File: src/rtl/layer_seq_pkg.sv
// Shared types and helpers for the layer sequencer.
// Holds the FSM state encoding and a width helper for index buses.
// No logic here; imported by the sequencer top.
package layer_seq_pkg;

    // Sequencer phases for one output: idle, clear accumulator, accumulate taps, present result.
    typedef enum logic [1:0] {
        eIDLE  = 2'd0,
        eCLEAR = 2'd1,
        eMAC   = 2'd2,
        eOUT   = 2'd3
    } seq_state_e;

    // Index bus width for a counter covering 0..n-1, never narrower than one bit.
    function automatic int clog2_min1(input int n);
        return (n <= 2) ? 1 : $clog2(n);
    endfunction

endpackage

File: src/rtl/seq_index_counter.sv
// Purpose: index counter 0..MAX-1 with synchronous clear, wraps to 0 after the last value.
// Latency: count updates one cycle after inc_i/clr_i; last_o is combinational from the count.
// Backpressure: none; the caller gates inc_i with its own handshake.
module seq_index_counter #(
    parameter int MAX   = 4,
    parameter int WIDTH = 2
) (
    input  logic             clk_i,
    input  logic             reset_i,
    input  logic             clr_i,
    input  logic             inc_i,
    output logic [WIDTH-1:0] cnt_o,
    output logic             last_o
);

    localparam logic [WIDTH-1:0] LAST = WIDTH'(MAX - 1);

    logic [WIDTH-1:0] cnt_q;
    logic [WIDTH-1:0] cnt_d;

    // Next count: clear wins, otherwise step and return to 0 after the last index.
    always_comb begin
        cnt_d = cnt_q;
        if (clr_i) begin
            cnt_d = '0;
        end else if (inc_i) begin
            cnt_d = (cnt_q == LAST) ? '0 : cnt_q + WIDTH'(1);
        end
    end

    // Count register with synchronous reset.
    always_ff @(posedge clk_i) begin
        if (reset_i) begin
            cnt_q <= '0;
        end else begin
            cnt_q <= cnt_d;
        end
    end

    assign cnt_o  = cnt_q;
    assign last_o = (cnt_q == LAST);

endmodule

File: src/rtl/layer_sequencer.sv
// Purpose: sequences one FIR/CNN layer's MAC datapath (clear, K taps, present result) for every output.
// Latency: per output K+2 cycles with no stalls; done_o pulses the cycle after the last result handshake.
// Backpressure: valid_i low holds the tap index in eMAC; ready_i low holds valid_o/addr_o in eOUT.
// Optional: define LAYER_SEQ_PERF_EN to add a saturating stall counter output stall_cnt_o.
module layer_sequencer
    import layer_seq_pkg::*;
#(
    parameter int WORD_SIZE   = 16,
    parameter int KERNEL_SIZE = 3,
    parameter int OUTPUT_SIZE = 8
) (
    input  logic                                 clk_i,
    input  logic                                 reset_i,
    input  logic                                 start_i,
    input  logic                                 valid_i,
    output logic                                 ready_o,
    output logic                                 mac_clear_o,
    output logic                                 mac_en_o,
    output logic [clog2_min1(KERNEL_SIZE)-1:0]   tap_o,
    output logic [WORD_SIZE-1:0]                 addr_o,
    output logic                                 valid_o,
    input  logic                                 ready_i,
    output logic                                 busy_o,
    output logic                                 done_o
`ifdef LAYER_SEQ_PERF_EN
    ,
    output logic [31:0]                          stall_cnt_o
`endif
);

    localparam int TAP_W = clog2_min1(KERNEL_SIZE);

    seq_state_e state_q;
    seq_state_e state_d;
    logic       done_q;
    logic       done_d;

    logic       start_acc;
    logic       sample_acc;
    logic       result_acc;
    logic       tap_last;
    logic       addr_last;

    logic [TAP_W-1:0]     tap_cnt;
    logic [WORD_SIZE-1:0] addr_cnt;

    assign start_acc  = (state_q == eIDLE) && start_i;
    assign sample_acc = (state_q == eMAC)  && valid_i;
    assign result_acc = (state_q == eOUT)  && ready_i;

    // Tap index: forced to 0 outside eMAC, steps on each accepted sample, wraps after the last tap.
    seq_index_counter #(
        .MAX   (KERNEL_SIZE),
        .WIDTH (TAP_W)
    ) u_tap_cnt (
        .clk_i   (clk_i),
        .reset_i (reset_i),
        .clr_i   (state_q != eMAC),
        .inc_i   (sample_acc),
        .cnt_o   (tap_cnt),
        .last_o  (tap_last)
    );

    // Output index: held at 0 while idle, steps on each result handshake, wraps after the last output.
    seq_index_counter #(
        .MAX   (OUTPUT_SIZE),
        .WIDTH (WORD_SIZE)
    ) u_addr_cnt (
        .clk_i   (clk_i),
        .reset_i (reset_i),
        .clr_i   (state_q == eIDLE),
        .inc_i   (result_acc),
        .cnt_o   (addr_cnt),
        .last_o  (addr_last)
    );

    // Next-state and done pulse decode; start_i is only honoured from eIDLE.
    always_comb begin
        state_d = state_q;
        done_d  = 1'b0;
        unique case (state_q)
            eIDLE: begin
                if (start_i) begin
                    state_d = eCLEAR;
                end
            end
            eCLEAR: begin
                state_d = eMAC;
            end
            eMAC: begin
                if (valid_i && tap_last) begin
                    state_d = eOUT;
                end
            end
            eOUT: begin
                if (ready_i) begin
                    if (addr_last) begin
                        state_d = eIDLE;
                        done_d  = 1'b1;
                    end else begin
                        state_d = eCLEAR;
                    end
                end
            end
            default: begin
                state_d = eIDLE;
            end
        endcase
    end

    // State and done registers; reset aborts any run without a done pulse.
    always_ff @(posedge clk_i) begin
        if (reset_i) begin
            state_q <= eIDLE;
            done_q  <= 1'b0;
        end else begin
            state_q <= state_d;
            done_q  <= done_d;
        end
    end

    assign ready_o     = (state_q == eMAC);
    assign mac_clear_o = (state_q == eCLEAR);
    assign mac_en_o    = sample_acc;
    assign valid_o     = (state_q == eOUT);
    assign busy_o      = (state_q != eIDLE);
    assign done_o      = done_q;
    assign tap_o       = tap_cnt;
    assign addr_o      = addr_cnt;

`ifdef LAYER_SEQ_PERF_EN
    logic [31:0] stall_q;
    logic        stall_evt;

    assign stall_evt = ((state_q == eMAC) && !valid_i) || ((state_q == eOUT) && !ready_i);

    // Stall counter: cleared by reset or an accepted start, saturates at all-ones, holds when idle.
    always_ff @(posedge clk_i) begin
        if (reset_i) begin
            stall_q <= '0;
        end else if (start_acc) begin
            stall_q <= '0;
        end else if (stall_evt && (stall_q != '1)) begin
            stall_q <= stall_q + 32'd1;
        end
    end

    assign stall_cnt_o = stall_q;
`else
    logic unused_start_acc;
    assign unused_start_acc = start_acc;
`endif

endmodule

File: config.mk
export PLATFORM = sky130hd
export DESIGN_NAME = layer_sequencer
export DESIGN_NICKNAME = d
export VERILOG_FILES = /design/src/rtl/layer_seq_pkg.sv /design/src/rtl/seq_index_counter.sv /design/src/rtl/layer_sequencer.sv
export SDC_FILE = /design/constraint.sdc
export NUM_CORES = 1
export LEC_CHECK = 0
export CAP_MARGIN = 40
export CORE_MARGIN = 2
export CORE_UTILIZATION = 65
export CTS_CLUSTER_SIZE = 40
export DETAILED_ROUTE_END_ITERATION = 10
export DONT_BUFFER_PORTS = 1
export PLACE_DENSITY = 0.86
export SLEW_MARGIN = 20
export SYNTH_ARGS = -nofsm -noshare
export SYNTH_HDL_FRONTEND = slang
export SYNTH_HIERARCHICAL = 1
export SYNTH_SLANG_ARGS = --single-unit
File: constraint.sdc
create_clock -name clk_i -period 2.6 [get_ports clk_i]
set_input_delay 0.52 -clock clk_i [delete_from_list [all_inputs] [get_ports clk_i]]
set_output_delay 0.52 -clock clk_i [all_outputs]
set_load 0.005 [all_outputs]
Yosys cells after proc, flatten, opt, wreduce, memory -nomap -nowiden
Index checks and enable logic that the tools add are counted.

cells by class
  add/sub/neg operators = 2
  equal/unequal tests = 9
  muxes and demuxes = 8
  bitwise operators = 2
  reductions and logical operators = 9

operator list
  cell                                            count
  adder 16 x 1 -> 16 bit, second input constant   1
  == test 16 x 3 -> 1 bit, second input constant  1
  2-to-1 mux 16 bit                               1
  2-to-1 mux 2 bit                                4
  one-hot mux 2 bit (4 select lines)              1
  == test 2 bit, second input constant            3
  != test 2 x 1 -> 1 bit, second input constant   2
  != test 2 bit, second input constant            2
  OR reduction 2 bit                              2
  logical AND 1 bit                               3
  AND reduction 3 bit                             1
  OR reduction 3 bit                              1
  adder 2 x 1 -> 2 bit, second input constant     1
  == test 2 x 1 -> 1 bit, second input constant   1
  zero test 2 bit                                 1
  2-to-1 mux 1 bit                                2
  NOT 1 bit                                       2
  nonzero test 2 bit                              1

storage, ports and cells
  register bits after elaboration = 21
  input bits = 5
  output and inout port bits = 24
  word-level logic and storage cells = 34

Logic depth before layout (Yosys ltp)
Gate-level depths: netlist (run 1).

  depth after elaboration = 4
  gate-level depth with buffers = 7
  gate-level depth less buffers = 6

Modules after synthesis
Netlist (run 1), hierarchy kept.

modules (own cells, without submodules)
  module                           instances  cells an instance  area an instance (um2)  seq. area each (um2)
  seq_index_counter at u_addr_cnt  1          85                 763.2                   320.3
  layer_sequencer                  1          26                 254.0                   60.1
  seq_index_counter at u_tap_cnt   1          9                  96.3                    40.0

Least setup slack after synthesis (run 1)
No wires, ideal clock.

  path type = reg2reg
  from = reg state_q[0]
  to = reg u_addr_cnt.cnt_q[13], in the netlist u_addr_cnt/cnt_o[13]
  setup time = 0.115 ns
  arrival = 1.578 ns
  required time = 2.485 ns
  slack = 0.907 ns
  stages on the path, launching flop included = 8
  buffers on the path = 1
  clock period less this slack = 1.693 ns
  path through = dfxtp_1 ha_1 and2_1 buf_4 nand4_1 nor4_1 xnor2_1 nor2_1

on the way
  cells in the longest elaborated chain, start to end = 2
  elaborated cells on any way between the ends = 4
  those cells by class = 1 x eq/ne; 3 x reduce/logical

RTL lines
  item                    line                     RTL
  start, declared         layer_sequencer.sv:33    seq_state_e state_q;
  start signal, assigned  layer_sequencer.sv:114   state_q <= eIDLE;
  start signal, assigned  layer_sequencer.sv:117   state_q <= state_d;
  == test 2 bit           layer_sequencer.sv:49    assign result_acc = (state_q == eOUT) && ready_i;
  logical AND 1 bit       layer_sequencer.sv:49
  net result_acc          layer_sequencer.sv:40    logic result_acc;
  end signal, assigned    seq_index_counter.sv:36  cnt_q <= cnt_d;
  end, declared           seq_index_counter.sv:18  logic [WIDTH-1:0] cnt_q;

The timed path passes the listed nets, and every way through them passes these cells.
A chain may end at the register's enable or synchronous reset.

Worst setup path after layout (run 1)
Ends and elaborated chain as after synthesis.

==> results of run 1 <==
==> final timing paths <==
check                     startpoint                   end  cells past startpoint
setup / recovery          state_q[0]  u_addr_cnt/cnt_o[13]                      6
hold / removal               reset_i    u_tap_cnt/cnt_o[0]                      1
setup reg to reg          state_q[0]  u_addr_cnt/cnt_o[13]                      6
hold reg to reg   u_tap_cnt/cnt_o[0]    u_tap_cnt/cnt_o[0]                      2
==> layout by cell type (no fill, tap or decap), types with 2 or more instances in the layout <==
master / instances
xor2_1: 4
nand3_1: 2
nor3_1: 5
dfxtp_1: 21
nand2_1: 5
nor4_1: 6
a21oi_1: 2
nor2_1: 18
xnor2_1: 11
nand3b_1: 2
nand2b_1: 4
ha_1: 6
clkbuf_4: 3
inv_1: 6
nand4_1: 7
==> cell families (layout without fill, tap and decap cells) <==
logic type | Yosys count | in the layout
and+or+nand+nor | 59 | 59
muxes | 1 | 1
DFF | 21 | 21
buffers and inverters | 9 | 10
adders and majority gates | 6 | 6
AOI/OAI and AO/OA | 9 | 9
xor gates and xnor gates | 15 | 15
==> power groups by stage <==
stage | Combinational [mW] | Clock, mW | Sequential (mW)
floorplan | 0.209 | 0 | 0.363
detailed placement | 0.236 | 0 | 0.368
finish | 0.236 | 0.159 | 0.361
global route | 0.266 | 0.176 | 0.363
CTS | 0.237 | 0.163 | 0.361
global placement | 0.226 | 0 | 0.365
==> per-layer routing <==
layer  share of wire [%]  vias to the layer above
met3                 4.0                        0
met5                   0                        -
met1                  49                      398
met2                  47                       20
met4                   0                        0
li1                    -                      424
==> stage by stage <==
stage	cells	utilization, %	instance area, um^2	setup slack [ns]	total power, mW
finish	137	72.9	1140	0.561	0.756
global route	137	72.9	1140	0.404	0.805
CTS	137	72.9	1140	0.566	0.760
detailed placement	133	71.2	1110	0.580	0.604
global placement	133	71.2	1110	0.695	0.591
floorplan	120	-	1110	0.907	0.572
==> registers in the layout, indices dropped and copies added, names as in the netlist <==
register	flops
done_o	1
u_addr_cnt/cnt_o	16
state_q	2
u_tap_cnt/cnt_o	2
==> area by class of cell <==
class / count / area (um^2) / area share (%)
Inverter: 6 / 22.5 / 1.98
Tap cell: 16 / 20.0 / 1.76
Sequential cell: 21 / 420 / 37.0
Multi-Input combinational cell: 90 / 647 / 56.9
Clock buffer: 4 / 26.3 / 2.31
==> flow_summary.ini, run 1 <==
[run_status]
status = complete, no violations

[yosys]
synth-xor-area-share_pct = 11.8
synth_fa_ha_area_share_pct = 6.74
synthCells = 120
yosysMostFrequentCell = dfxtp_1
ys.flop_type = dfxtp_1
syn-num-nets = 131
synth.top_cells.by_area = dfxtp_1 (38%), xnor2_1 (8.7%), ha_1 (6.7%), nor2_1 (6.1%), nand4_1 (3.9%)
synthDistinctLibCells = 35
yosys.area_share.simple_pct = 30.2
ys_warn_count = 6
synthMuxAreaShare_pct = 0.899
syn_area_mm2 = 0.00111
netlist_top_cells_count = dfxtp_1 (21), nor2_1 (18), xnor2_1 (11), nand4_1 (7)
synth_top_family_by_area = simple AND/OR/NAND/NOR gates
yosys.area.top_type = dfxtp_1
synth_top_area_share_pct = 37.8
ys_seq_elements = 21
synth_compound_area_share_pct = 8.43
synth.avg_cell_area_um2 = 9.28
synth_edf_count = 0
seq_area_frac_synth_pct = 37.8
synthArstFlopShare_pct = 0

[setup_path]
arrival_ns = 2.25
crit_chain = ha_1 -> and2_1 -> nand4_1 -> nor4_1 -> xnor2_1 -> nor2_1
end_kind = flop
worstSetupStartpointType = flop
cp_max_fo = 10
ff2ff_setup_slack_ns = 0.56
path_delay_family = simple AND/OR/NAND/NOR gates
cp.required_ns = 2.81
critical_path_class = flop to flop
slowest_delay_ns = 0.45
slowest_stage = dfxtp_1
cp_num_buf_inv = 0

[clock_network]
clkLatencyLatePin_ns = 0.30
postCtsResizedCells = 0
root_buffer = clkbuf_4
clk_pin_slew_ns = 0.12
hold_buffers = 0
htree_levels = 1
cts_tree = yes
post-cts-setup-buffers = 0
cts_sinks = 21
cts_made_buffers = 3
clk_path_buf_depth = 2

[route]
wire_per_inst_um = 15.7
ant_nets = 0
vias = 842
vias_per_cell = 6.15
first_pass_iters = 4
drtIter0Drc = 20
drc = 0
wl_mm = 2.15

[hold_path]
worstHoldPathType = input port to flop

[placed_design]
port-buffer-count = 0
dp_hpwl_mm = 1.62
place.gp.congestion = 0.808

[timing]
period_share_pct = 78.4
max_freq_mhz = 490
clock_skew_ns = 0.00348
final-hold-violation-count = 0
tightest_slew_ns = 0.360
hold_ws_ns = 0.262
rsz0062_at_grt = false
finalCriticalPeriod_ns = 2.04
fin_setup_tns_ns = 0
setup_viol = 0
slew_viol_final = 0
max-slew-margin-rel_pct = 76.0

[global_route]
grt_use_met2_pct = 38.3
grt.overflow.total = 0
grt_use_met1_pct = 32.2
grt_pass1_vias = 783
grt_pass1_wl_mm = 3.55
antenna_found_initial = 0
grt.total_usage_pct = 23.4
busiest_layer = met2
grt_max_degree = 17
use_met3_pct = 5.16

[die]
std_cell_rows = 14
pin_count = 29
die_h_um = 45.4
initial_core_util_pct = 71.4
dieArea_mm2 = 0.00206
core_mm2 = 0.00156
die_width_um = 45.4

[pwr]
combPwrFrac_pct = 31.2
ir_drop_mv = 0.344
p_leak_nw = 0.373
p_switching_mw = 0.258
seq_power_share_pct = 47.7
p_int_mw = 0.498
clock_power_share_pct = 21.1
powerDensity_mw_per_mm2 = 666
swShare_pct = 34.2

[cells_and_area]
num_antenna_cells = 0
nFillCells = 116
drive_gt1_share_pct = 9.92
area_growth_pct = 2.02
final_nets = 133

[job]
drv_cap = 0
Note: power is estimated with default switching activity, not from simulation.
==> inputs of run 2 (changes only) <==
- CORE_UTILIZATION: 65 -> 55
- PLACE_DENSITY: 0.86 -> 0.78
- clock period: 2.6 -> 1.73 ns (I/O delays scaled with it)
==> flow_summary.ini, run 2 (synthesis results as in run 1) <==
[placed_design]
place.gp.congestion = 0.768
port-buffer-count = 0
dp_hpwl_mm = 1.62
post-place-ws_ns = 0.0779

[route]
drc = 0
wl_mm = 2.17
first_pass_iters = 5
ant_nets = 0
vias = 893
wire_per_inst_um = 14.0
drtIter0Drc = 26
vias_per_cell = 5.76

[die]
die_width_um = 49.0
pin_count = 29
core_mm2 = 0.00194
std_cell_rows = 16
initial_core_util_pct = 57.3
dieArea_mm2 = 0.00240
die_h_um = 49.0

[timing]
setup_ws_ns = 0.101
period_share_pct = 94.2
setup_viol = 0
tightest_slew_ns = 0.356
rsz0062_at_grt = false
fin_setup_tns_ns = 0
finalCriticalPeriod_ns = 1.63
max_freq_mhz = 614
final-hold-violation-count = 0
hold_ws_ns = 0.0926
max-slew-margin-rel_pct = 76.1
slew_viol_final = 0
clock_skew_ns = 0.00416

[setup_path]
path_delay_family = flip-flops
worstSetupStartpointType = flop
crit_chain = buf_4 -> inv_1 -> ha_2 -> and2_2
cp.required_ns = 1.38
cp_num_buf_inv = 2
slowest_delay_ns = 0.33
slowest_stage = dfxtp_1
end_kind = primary output
cp_max_fo = 5
critical_path_class = flop to primary output
arrival_ns = 1.28

[cells_and_area]
final_nets = 140
nFillCells = 168
area_growth_pct = 9.55
final_common_cell = dfxtp_1
drive_gt1_share_pct = 18.8
final_cell_mix = dfxtp_1 (21), nor2_1 (18), xnor2_1 (11), nand4_1 (7), buf_4 (7)
final_core_util_pct = 62.8
largest_register_ffs = 16
num_antenna_cells = 0

[global_route]
grt_max_degree = 17
grt_pass1_wl_mm = 3.59
antenna_found_initial = 0
grt_pass1_vias = 800
grt.overflow.total = 0
grt.total_usage_pct = 18.8

[clock_network]
post-cts-setup-buffers = 0
cts_sinks = 21
clkLatencyLatePin_ns = 0.30
clk_pin_slew_ns = 0.11
cts_tree = yes
root_buffer = clkbuf_4
clk_path_buf_depth = 2
htree_levels = 1
cts_made_buffers = 3

[pwr]
report.power.total_mw = 1.17
p_leak_nw = 0.405
powerDensity_mw_per_mm2 = 959
ir_drop_mv = 0.717

[job]
drv_cap = 0

[run_status]
status = complete, no violations

[hold_path]
worstHoldPathType = input port to flop
[run 2: changes by cell type in the layout (fill, tap and decap cells not counted), sizes merged]
| cell | delta |
|---|---|
| buf | +7 |
[run 2: per-layer routing]
| layer | wire (um) | vias to the layer above | GRT usage (%) | part of all wire [%] |
|---|---|---|---|---|
| met2 | 1020 | 47 | 28.3 | 47 |
| met3 | 195 | 2 | 10.4 | 9.0 |
| met4 | 12 | 0 | 3.33 | 0.55 |
| met1 | 937 | 411 | 23.7 | 43 |
| li1 | - | 433 | - | - |
| met5 | 0 | - | 0 | 0 |
[run 2: worst paths after layout]
path                            cells after the start                 end  slack [ns]          startpoint
worst max-delay path                                4            mac_en_o        0.10          state_q[0]
worst min-delay path                                1  u_tap_cnt/cnt_o[0]        0.09             reset_i
worst max register to register                      6  u_tap_cnt/cnt_o[0]        0.10          state_q[0]
worst min register to register                      2  u_tap_cnt/cnt_o[1]        0.54  u_tap_cnt/cnt_o[1]
[run 2: per-stage QoR]
stage               instances  area, um^2
global placement          151        1180
detailed placement        151        1180
floorplan                 120        1110
CTS                       155        1200
finish                    155        1220
global route              155        1220
[run 2: power breakdown]
| part | switching (mW) | total [mW] | internal [mW] |
|---|---|---|---|
| sequential | 0.0131 | 0.521 | 0.508 |
| combinational | 0.227 | 0.415 | 0.188 |
| clock | 0.144 | 0.234 | 0.0899 |
[run 2: what timing repair did]
| action | 4_1_cts | 5_1_grt |
|---|---|---|
| endpoints found under the setup margin | 0 | 5 |
| gates resized for setup | 0 | 5 |
| hold buffers | 0 | 0 |
[run 2: cell type report]
| cell class | count | area, um^2 | share of cell area (%) |
|---|---|---|---|
| Clock buffer | 4 | 26.3 | 2.15 |
| Inverter | 6 | 22.5 | 1.85 |
| Multi-Input combinational cell | 90 | 664 | 54.5 |
| Sequential cell | 21 | 420 | 34.5 |
| Tap cell | 27 | 33.8 | 2.77 |
| Timing Repair Buffer | 7 | 52.6 | 4.31 |
==> inputs of run 3 (changes only) <==
- CAP_MARGIN: 40 -> 0
==> results of run 3 <==
Same layout as run 2: the final DEF is identical, and so are final timing and power.
==> variant: new RTL, flow settings as in run 3 <==
Encoding of `seq_state_e`: now one-hot (4 bits for 4 states).
--- a/src/rtl/layer_seq_pkg.sv
+++ b/src/rtl/layer_seq_pkg.sv
@@ -4,11 +4,11 @@
 package layer_seq_pkg;
 
     // Sequencer phases for one output: idle, clear accumulator, accumulate taps, present result.
-    typedef enum logic [1:0] {
-        eIDLE  = 2'd0,
-        eCLEAR = 2'd1,
-        eMAC   = 2'd2,
-        eOUT   = 2'd3
+    typedef enum logic [3:0] {
+        eIDLE  = 4'b0001,
+        eCLEAR = 4'b0010,
+        eMAC   = 4'b0100,
+        eOUT   = 4'b1000
     } seq_state_e;
 
     // Index bus width for a counter covering 0..n-1, never narrower than one bit.
Check against the original RTL: same outputs for any inputs over 10 cycles, from zero or initial values and one cycle with reset_i high; not proved beyond that.
==> variant against run 3 <==
Design area up 18%. Setup slack worse by 0.095 ns. Wire length up 28%. Sequential cell count is 2 higher. Synthesized cell count grew 3.3%. Synthesized area grew 3.0%. Largest cell class unchanged.
Power is not compared: it rests on default switching activity, and its combinational part moved more than twofold at a synthesized area within 25%.
==> variant: results (changes against run 3) <==
Mapped Cells: 124 (was 120)
Iter 0 DRT Violations: 11 (was 26)
met3 GRT Util: 0.06364 (was 0.1043)
Net Count, Synth: 130 (was 131)
Area contributors post-synth: dfxtp_1 (40%), xnor2_1 (8.4%), nor2_1 (6.9%) (was dfxtp_1 (38%), xnor2_1 (8.7%), ha_1 (6.7%))
GRT Util Overall: 0.2247 (was 0.1876)
Slew HR: 0.7634 (was 0.7607)
Initial DRT Pass Iterations: 4 (was 5)
I/O Buffers: 0 (unchanged)
worst-path maximum fanout: 6 (was 5)
routed vias: 1003 (was 893)
global-route wire length before repair: 4326 um (was 3588 um)
top post-synthesis cells by count: dfxtp_1 (23), nor2_1 (21), xnor2_1 (11) (was dfxtp_1 (21), nor2_1 (18), xnor2_1 (11))
adder-cell share of the synthesized area: 0.01091 (was 0.06742)
M1 GR Usage: 0.2500 (was 0.2374)
Arr. time, crit path: 1.38 ns (was 1.28 ns)
layout cells sized above 1: 0.3197 (was 0.1875)
Synth Area in Compound Gates: 0.07743 (was 0.08427)
Final nets: 154 (was 140)
post-synthesis mux area share: 0.008724 (was 0.008989)
placer congestion estimate: 0.7942 (was 0.7680)
XOR/XNOR share of the synthesized area: 0.1145 (was 0.1180)
Via density: 5.764 (was 5.761)
Placed Cells: 168 (was 151)
Setup Skew: 0.005508 ns (was 0.004160 ns)
status: completed (unchanged)
post-synthesis sequential area ratio: 0.4013 (was 0.3775)
post-DP HPWL: 1969 um (was 1623 um)
largest net degree at the start of global routing: 17 (unchanged)
routing usage on met2: 0.4089 (was 0.2831)
[variant: logic make-up after synthesis]
kind of cell	count (synthesis)
DFF	23
AOI/OAI and AO/OA	9
muxes	1
xor gates and xnor gates	15
and+or+nand+nor	67
buffers and inverters	8
adders and majority gates	1
[variant: routing by layer]
metal  vias to the layer above  wire [um]
li1                        491          -
met1                       474       1046
met2                        36       1515
met3                         2        188
met4                         0         15
met5                         -          0
[variant: per-stage QoR]
step | worst slack, ns | TNS, ns | instance area [sq um] | util
after floorplan | -0.05070 | -0.06330 | 1164 | -
after global placement | 0.05437 | 0 | 1324 | 0.6747
after detailed placement | -0.009506 | -0.009506 | 1324 | 0.6747
after CTS | -0.03247 | -0.03247 | 1368 | 0.6971
after global routing | -0.03434 | -0.1633 | 1435 | 0.7315
final | 0.005300 | 0 | 1435 | 0.7315
[variant: worst max-delay path, cell delays in order, from the launching register on]
cell and delay (ns):
dfxtp_2 0.37, buf_6 0.13, or4b_4 0.57
[variant: area by class of cell]
type	count	area, sq um
tap	27	33.78
sequential	23	466.7
clock buffer	4	26.28
inverter	5	18.77
timing repair buffer	22	176.4
fill	153	526.8
multi-input combinational	93	713.2
[variant: path summary, 6_finish.rpt]
path | start | to | slack, ns | cells after the start
setup / recovery | state_q[2]$_SDFFE_PP0P_ | busy_o | 0.005 | 2
hold / removal | reset_i | u_tap_cnt/cnt_o[0]$_SDFFE_PP0P_ | 0.09 | 1
setup reg to reg | state_q[1]$_SDFFE_PP0P_ | u_addr_cnt/cnt_o[6]$_SDFFE_PP0P_ | 0.08 | 7
hold reg to reg | u_tap_cnt/cnt_o[1]$_SDFFE_PP0P_ | u_tap_cnt/cnt_o[1]$_SDFFE_PP0P_ | 0.54 | 2
[variant: power breakdown]
| group | internal [mW] | total (mW) | switching, mW |
|---|---|---|---|
| Combinational | 0.0721 | 0.153 | 0.0808 |
| Clock | 0.0898 | 0.243 | 0.153 |
| Sequential | 0.544 | 0.559 | 0.0147 |
| Total | 0.706 | 0.954 | 0.248 |
[variant: what timing repair did]
item                       CTS  global route
pin swaps                    1             6
gates resized for setup      4            13
buffers inserted             0             2
setup endpoints to repair    5            14
